===== src/rtl/sync_fifo_thresh.sv =====
// Single-clock FIFO with occupancy count, almost-full/almost-empty thresholds,
// overflow/underflow pulses and synchronous flush. Define SYNC_FIFO_FWFT_EN for first-word-fall-through reads.
module sync_fifo_thresh #(
    parameter int DEPTH    = 8,
    parameter int WIDTH    = 8,
    parameter int AF_LEVEL = DEPTH - 2,
    parameter int AE_LEVEL = 2
) (
    input  logic                       clk,
    input  logic                       rst_n,
    input  logic                       clr,
    input  logic                       w_en,
    input  logic [WIDTH-1:0]           data_in,
    input  logic                       r_en,
    output logic [WIDTH-1:0]           data_out,
    output logic                       full,
    output logic                       empty,
    output logic                       almost_full,
    output logic                       almost_empty,
    output logic [$clog2(DEPTH):0]     count,
    output logic                       overflow,
    output logic                       underflow
);

    localparam int AW = $clog2(DEPTH);
    localparam int CW = AW + 1;

    logic [WIDTH-1:0] mem [DEPTH];
    logic [AW-1:0]    wr_ptr;
    logic [AW-1:0]    rd_ptr;
    logic             rd_ok;
    logic             wr_ok;

    assign full         = (count == CW'(DEPTH));
    assign empty        = (count == '0);
    assign almost_full  = (count >= CW'(AF_LEVEL));
    assign almost_empty = (count <= CW'(AE_LEVEL));

    // A full FIFO still takes a write when a read frees the slot on the same edge.
    assign rd_ok = r_en & ~empty;
    assign wr_ok = w_en & (~full | rd_ok);

    always_ff @(posedge clk or negedge rst_n) begin
        if (!rst_n) begin
            wr_ptr    <= '0;
            rd_ptr    <= '0;
            count     <= '0;
            overflow  <= 1'b0;
            underflow <= 1'b0;
        end else if (clr) begin
            wr_ptr    <= '0;
            rd_ptr    <= '0;
            count     <= '0;
            overflow  <= 1'b0;
            underflow <= 1'b0;
        end else begin
            overflow  <= w_en & ~wr_ok;
            underflow <= r_en & ~rd_ok;
            if (wr_ok) begin
                wr_ptr <= wr_ptr + AW'(1);
            end
            if (rd_ok) begin
                rd_ptr <= rd_ptr + AW'(1);
            end
            case ({wr_ok, rd_ok})
                2'b10:   count <= count + CW'(1);
                2'b01:   count <= count - CW'(1);
                default: count <= count;
            endcase
        end
    end

    // Storage is deliberately left out of reset.
    always_ff @(posedge clk) begin
        if (rst_n && !clr && wr_ok) begin
            mem[wr_ptr] <= data_in;
        end
    end

`ifdef SYNC_FIFO_FWFT_EN
    assign data_out = empty ? '0 : mem[rd_ptr];
`else
    logic [WIDTH-1:0] dout_q;

    always_ff @(posedge clk or negedge rst_n) begin
        if (!rst_n) begin
            dout_q <= '0;
        end else if (clr) begin
            dout_q <= '0;
        end else if (rd_ok) begin
            dout_q <= mem[rd_ptr];
        end
    end

    assign data_out = dout_q;
`endif

endmodule


===== config.mk =====
export PLATFORM = sky130hd
export DESIGN_NAME = sync_fifo_thresh
export DESIGN_NICKNAME = d
export VERILOG_FILES = /design/src/rtl/sync_fifo_thresh.sv
export SDC_FILE = /design/constraint.sdc
export NUM_CORES = 1
export LEC_CHECK = 0
export CORE_ASPECT_RATIO = 0.7
export CORE_MARGIN = 2
export CORE_UTILIZATION = 55
export CTS_CLUSTER_DIAMETER = 40
export DETAILED_ROUTE_END_ITERATION = 12
export PLACE_DENSITY = 0.77
export SETUP_SLACK_MARGIN = 0.1
export SYNTH_ARGS = -nofsm -noshare
export SYNTH_HDL_FRONTEND = slang
export SYNTH_SLANG_ARGS = --single-unit
export TNS_END_PERCENT = 10

===== constraint.sdc =====
create_clock -name clk -period 2.63 [get_ports clk]
set_input_delay 0.789 -clock clk [delete_from_list [all_inputs] [get_ports clk]]
set_output_delay 0.789 -clock clk [all_outputs]
set_load 0.01 [all_outputs]

==> results of run 1 <==
-- repair_timing --
action	in CTS	in global routing
endpoints found under the setup margin	3	3
setup buffers	3	0
pin swaps	0	0
cloned	0	0
gates resized for setup	3	1
-- through the flow --
| stage | setup slack (ns) | util (%) | std cells |
|---|---|---|---|
| 3_5_place_dp | -0.186 | 65.2 | 328 |
| 4_1_cts | -0.0352 | 68.3 | 346 |
| 6_report | 0.154 | 68.4 | 346 |
| 2_1_floorplan | 0.150 | - | 206 |
| 5_1_grt | 0.0209 | 68.4 | 346 |
| 3_3_place_gp | -0.133 | 65.2 | 328 |
-- flip-flops by register name (all words and copies together) (netlist names) --
signal and count:
overflow 1, count 4, underflow 1, mem 64, wr_ptr 3, rd_ptr 3
data_out 8
-- cell type report --
type | instances | area [sq um] | share of cell area, %
clock inverter | 6 | 41.3 | 0.972
inverter | 1 | 3.75 | 0.0883
clock buffer | 9 | 124 | 2.92
timing repair buffer | 62 | 541 | 12.7
sequential | 84 | 2420 | 57.0
multi-input combinational | 106 | 1020 | 24.0
tap | 78 | 97.6 | 2.30
-- power breakdown --
| part | internal (uW) | switching (uW) | total, uW | leakage, uW |
|---|---|---|---|---|
| combinational | 677 | 596 | 1270 | 0.000597 |
| sequential | 1530 | 78.3 | 1600 | 0.000845 |
| clock | 337 | 437 | 773 | 0.0000775 |
| total | 2540 | 1110 | 3650 | 0.00152 |
-- metal layers --
metal	share of wire (%)	wire, um
met5	0	0
met4	0.20	13
met3	4.9	325
met2	49	3190
met1	46	3050
-- cells in the mapped netlist --
cell type	number	area share (%)
nor3_1	1	0.14
or3_1	1	0.18
buf_6	2	0.64
nand3b_1	3	0.64
o22a_1	1	0.25
a211oi_4	1	0.57
buf_1	1	0.11
inv_1	1	0.11
o21ai_1	1	0.14
a211oi_1	11	2.3
o211ai_1	2	0.43
o311a_1	1	0.28
a21o_1	1	0.21
nand2_1	3	0.32
nor4b_1	1	0.25
o21a_4	1	0.43
edfxtp_1	64	55
ha_1	4	1.4
or4b_1	1	0.28
mux2i_1	10	2.8
buf_2	4	0.57
buf_4	1	0.21
a31oi_1	1	0.18
nor2_1	28	3.0
xor2_1	2	0.50
clkbuf_1	4	0.43
fa_1	1	0.57
xnor2_1	4	1.0
clkbuf_2	3	0.43
o41a_1	1	0.32
nand2b_1	3	0.53
or4b_4	1	0.39
nand3_1	2	0.28
and3b_1	1	0.25
dfrtp_1	20	14
a21oi_1	1	0.14
mux4_2	16	10
or3b_2	1	0.25
nor4_1	1	0.18
-- worst max-delay path: stages, from the launching register on --
cell	delay (ns)
dfrtp_1	0.43
or4b_4	0.58
inv_1	0.07
dlygate4sd2_1	0.26
-- logic make-up (layout without fill, tap and decap cells) --
kind of cell | Yosys count | count (layout) | synth area share, %
buffers and inverters | 16 | 78 | 2.49
XOR/XNOR | 6 | 6 | 1.50
multiplexers | 26 | 26 | 13.1
adder cells (fa/ha/maj) | 5 | 5 | 1.99
flip-flops | 84 | 84 | 68.9
AND/OR/NAND/NOR | 47 | 47 | 6.69
AO/OA/AOI/OAI | 22 | 22 | 5.30
-- worst min-delay path by stage --
stage,from,end,slack [ns],depth (start not counted)
after global routing,data_out[5],data_out[5],0.61,2
after floorplan,rst_n,count[0],0.49,0
after global placement,data_out[5],data_out[5],0.56,2
final,data_out[5],data_out[5],0.57,2
after CTS,data_out[5],data_out[5],0.58,2
after detailed placement,data_out[5],data_out[5],0.56,2
==> flow_metrics.py, run 1 <==
metrics = {
    "sta": {
        "tns_ns": 0,
        "rsz0062_at_grt": "yes",
        "worst_pin_slew_ns": 0.635,
        "hold_violations": 0,
        "min_period_over_period_pct": 94.1,
        "setup_viol": 0,
        "max_freq_mhz": 404,
        "relSlewSlack_pct": 57.7,
        "fin_crit_ns": 2.48,
        "slew_viol_final": 0,
        "fin_hold_ws_ns": 0.568,
        "worst_clock_skew_ns": 0.00535,
    },
    "critical_path": {
        "critical_path_class": "flop to primary output",
        "rrSetupSlack_ns": 0.28,
        "critPathLaunchType": "flop",
        "endpoint": "full",
        "r2r-start": "count[0]",
        "crit_path_max_fanout": 4,
        "arrival_ns": 1.69,
        "end_kind": "primary output",
        "critical_path.startpoint": "count[1]",
        "required_ns": 1.84,
        "r2r_cells": 8,
        "r2r-end": "count[3]",
    },
    "power_and_ir_drop": {
        "cellPowerDensity_nw_per_um2": 859,
        "ir_drop_mv": 0.468,
        "finalPower_uw": 3650,
        "p_leak_uw": 0.00152,
    },
    "route": {
        "wire_per_inst_um": 19.0,
        "drt_wl_total_um": 6580,
        "drc_errors": 0,
        "ant_nets": 0,
        "vias": 1956,
        "drtPass1Iterations": 6,
        "vias_per_cell": 5.65,
        "drt_first_iter_violations": 74,
    },
    "floorplan": {
        "dieArea_sq_um": 7060,
        "core_area_sq_um": 6220,
        "die_height_um": 70.9,
        "die_x_um": 99.5,
        "initial_core_util_pct": 56.5,
        "rows": 24,
        "num_io_pins": 31,
    },
    "outcome": {
        "status": "complete, no violations",
    },
    "final_layout": {
        "stdcell_area_sq_um": 4250,
        "antenna_cells": 0,
        "final_common_cell": "edfxtp_1",
        "most-common-layout-cells": "edfxtp_1 (64), buf_4 (32), nor2_1 (28)",
        "syn_to_final_growth_pct": 20.9,
        "drive_gt1_share_pct": 25.4,
        "fillerInstances": 422,
        "layout.nets": 282,
    },
    "worst_hold_path": {
        "hold_class": "flop to flop",
    },
    "clock_network": {
        "cts_hold_buf": 0,
        "cts_buffer_depth": 2,
        "root_buffer": "clkbuf_8",
        "clk_pin_slew_ns": 0.08,
        "cts_tree": "done",
        "numCtsBuffers": 9,
        "clock_latency_ns": 0.35,
        "htree_levels": 3,
        "clkSinkCount": 84,
    },
    "global_route": {
        "grt_start_max_net_pins": 21,
        "grt_pass1_vias": 1873,
        "grt_use_met3_pct": 7.51,
        "grt_pass1_wl_um": 10100,
        "met2_usage_pct": 31.0,
        "met1_usage_pct": 28.6,
        "track_usage_pct": 20.2,
        "grt.busiest_layer": "met2",
        "globalRouteOverflowTotal": 0,
        "antenna_found_initial": 0,
    },
    "place": {
        "port-buffer-count": 30,
        "dp_hpwl_um": 4550,
        "dpl_cell_area_sq_um": 4050,
        "gp_congestion": 0.776,
    },
    "flow_run": {
        "drv_cap": 0,
    },
    "synthesis": {
        "synth_seq_cells": 84,
        "synth.distinct_cells": 39,
        "netlist_area_sq_um": 3510,
        "yosysWarnings": 0,
        "syn_inst": 206,
        "syn_avg_cell_area_sq_um": 17.1,
        "synth_nets": 224,
        "synth-seq-area-share_pct": 68.9,
    },
}
(Power assumes the default switching activity.)
==> run 2: changes to the inputs <==
--- a/config.mk
+++ b/config.mk
@@ -5,12 +5,14 @@
 export SDC_FILE = /design/constraint.sdc
 export NUM_CORES = 1
 export LEC_CHECK = 0
+export CELL_PAD_IN_SITES_DETAIL_PLACEMENT = 0
+export CELL_PAD_IN_SITES_GLOBAL_PLACEMENT = 2
 export CORE_ASPECT_RATIO = 0.7
 export CORE_MARGIN = 2
-export CORE_UTILIZATION = 55
+export CORE_UTILIZATION = 42
 export CTS_CLUSTER_DIAMETER = 40
 export DETAILED_ROUTE_END_ITERATION = 12
-export PLACE_DENSITY = 0.77
+export PLACE_DENSITY_LB_ADDON = 0.1
 export SETUP_SLACK_MARGIN = 0.1
 export SYNTH_ARGS = -nofsm -noshare
 export SYNTH_HDL_FRONTEND = slang
==> run 2 against run 1 <==
Compared with the run above: fmax shrank 1.3%; critical endpoint is now count[3]; largest cell class unchanged; worst setup slack lost 0.034 ns; die area rose by 29%; cell count is 4.6% higher; clock skew rose by 0.0026 ns; first-iteration DRC count is 19% lower; non-clock buffer count fell by 8; clock power increased by 45%.
==> flow_metrics.py, run 2 (same netlist as run 1, synthesis figures left out) <==
metrics = {
    "sta": {
        "setup_viol": 0,
        "relSlewSlack_pct": 43.5,
        "hold_violations": 0,
        "rsz0062_at_grt": "yes",
        "worst_clock_skew_ns": 0.00800,
        "fin_crit_ns": 2.51,
        "worst_pin_slew_ns": 0.848,
        "slew_viol_final": 0,
        "max_freq_mhz": 399,
        "min_period_over_period_pct": 95.4,
    },
    "critical_path": {
        "r2r-end": "count[3]",
        "r2r_cells": 8,
        "required_ns": 2.88,
        "arrival_ns": 2.76,
        "crit_path_max_fanout": 3,
        "end_kind": "flop",
        "critical_path_class": "primary input to flop",
        "r2r-start": "count[1]",
        "critPathLaunchType": "primary input",
        "rrSetupSlack_ns": 0.30,
    },
    "floorplan": {
        "rows": 27,
        "initial_core_util_pct": 43.9,
        "dieArea_sq_um": 9130,
        "core_area_sq_um": 8010,
        "die_x_um": 113,
        "num_io_pins": 31,
        "die_height_um": 80.5,
    },
    "route": {
        "drt_first_iter_violations": 60,
        "drc_errors": 0,
        "vias": 1949,
        "ant_nets": 0,
        "vias_per_cell": 5.38,
        "drtPass1Iterations": 4,
        "wire_per_inst_um": 19.7,
        "drt_wl_total_um": 7120,
    },
    "clock_network": {
        "clk_pin_slew_ns": 0.06,
        "cts_buffer_depth": 2,
        "numCtsBuffers": 9,
        "clkSinkCount": 84,
        "clock_latency_ns": 0.33,
        "cts_hold_buf": 0,
        "htree_levels": 3,
        "cts_tree": "done",
        "root_buffer": "clkbuf_16",
    },
    "final_layout": {
        "regArea_sq_um": 2420,
        "top_register": "mem",
        "antenna_cells": 0,
        "instances_no_fill": 362,
        "most-common-layout-cells": "edfxtp_1 (64), nor2_1 (28), clkdlybuf4s50_1 (27)",
        "multi_input_area_sq_um": 1020,
        "syn_to_final_growth_pct": 22.9,
        "largest_register_ffs": 64,
        "layout.nets": 274,
        "drive_gt1_share_pct": 22.6,
        "fillerInstances": 634,
        "final_common_cell": "edfxtp_1",
    },
    "worst_hold_path": {
        "hold_end": "data_out[1]",
        "hold_class": "flop to flop",
        "hold_path_depth": 2,
        "hold_start": "data_out[1]",
    },
    "power_and_ir_drop": {
        "cellPowerDensity_nw_per_um2": 917,
        "p_leak_uw": 0.00153,
        "finalPower_uw": 3960,
        "ir_drop_mv": 0.337,
    },
    "global_route": {
        "grt_pass1_wl_um": 11500,
        "track_usage_pct": 17.7,
        "grt_start_max_net_pins": 21,
        "antenna_found_initial": 0,
        "grt_pass1_vias": 2041,
        "globalRouteOverflowTotal": 0,
    },
    "place": {
        "port-buffer-count": 30,
        "dpl.cell_count": 344,
        "dp_hpwl_um": 4910,
        "gp_congestion": 0.920,
    },
    "flow_run": {
        "drv_cap": 0,
    },
    "outcome": {
        "status": "complete, no violations",
    },
}
-- run 2: cell types whose count changed in the layout (fill, tap and decap cells not counted), sizes merged --
cell,before,now
buf,32,24
clkinv,2,4
clkinvlp,3,1
clkbuf,9,10
-- run 2: worst max-delay path: stages --
cell and delay, ns:
clkdlybuf4s50_1 0.47, nand2b_1 0.16, nor2_1 0.09, ha_1 0.28
a211oi_1 0.09, or4b_1 0.55, o22a_1 0.21, a31oi_1 0.11
-- run 2: worst max-delay path by stage --
stage	from	to	slack, ns	cells past startpoint
5_1_grt	w_en	count[3]	0.04	8
6_report	w_en	count[3]	0.12	8
4_1_cts	count[1]	empty	0.03	3
2_1_floorplan	r_en	count[3]	0.15	8
3_5_place_dp	w_en	count[3]	-0.22	8
3_3_place_gp	w_en	count[3]	-0.14	8
-- run 2: report_power, final --
| group | internal, uW | total (uW) | switching [uW] |
|---|---|---|---|
| sequential | 1530 | 1610 | 83.8 |
| combinational | 648 | 1230 | 586 |
| clock | 637 | 1120 | 480 |
-- run 2: final cells by class --
class	instances	share of cell area, %
clock buffers	10	5.30
clock inverters	6	0.898
inverters	1	0.0869
multi-input cells	106	23.6
flip-flops and latches	84	56.1
well taps	101	2.92
repair buffers	54	11.1
-- run 2: metrics by stage --
stage / setup TNS (ns) / hold slack [ns] / util [%] / worst slack, ns / cell area, sq um
2_1_floorplan: 0 / 0.493 / - / 0.150 / 3520
3_3_place_gp: -0.138 / 0.562 / 50.3 / -0.138 / 4030
3_5_place_dp: -0.224 / 0.568 / 50.3 / -0.224 / 4030
4_1_cts: 0 / 0.579 / 53.9 / 0.0284 / 4320
5_1_grt: 0 / 0.609 / 54.0 / 0.0447 / 4320
6_report: 0 / 0.568 / 54.0 / 0.121 / 4320
-- run 2: timing repair --
item / CTS / global route
setup endpoints to repair: 3 / 2
pin swaps: 1 / 0
setup buffers: 2 / 0
gates cloned: 0 / 0
gates resized for setup: 3 / 1
-- run 2: routing by layer --
layer  wire length (um)  part of all wire [%]  GRT usage, %
met3                196                   2.8          4.83
met1               3470                    49          24.7
met2               3420                    48          28.0
met4                 43                  0.60          4.02
met5                  0                     0             0
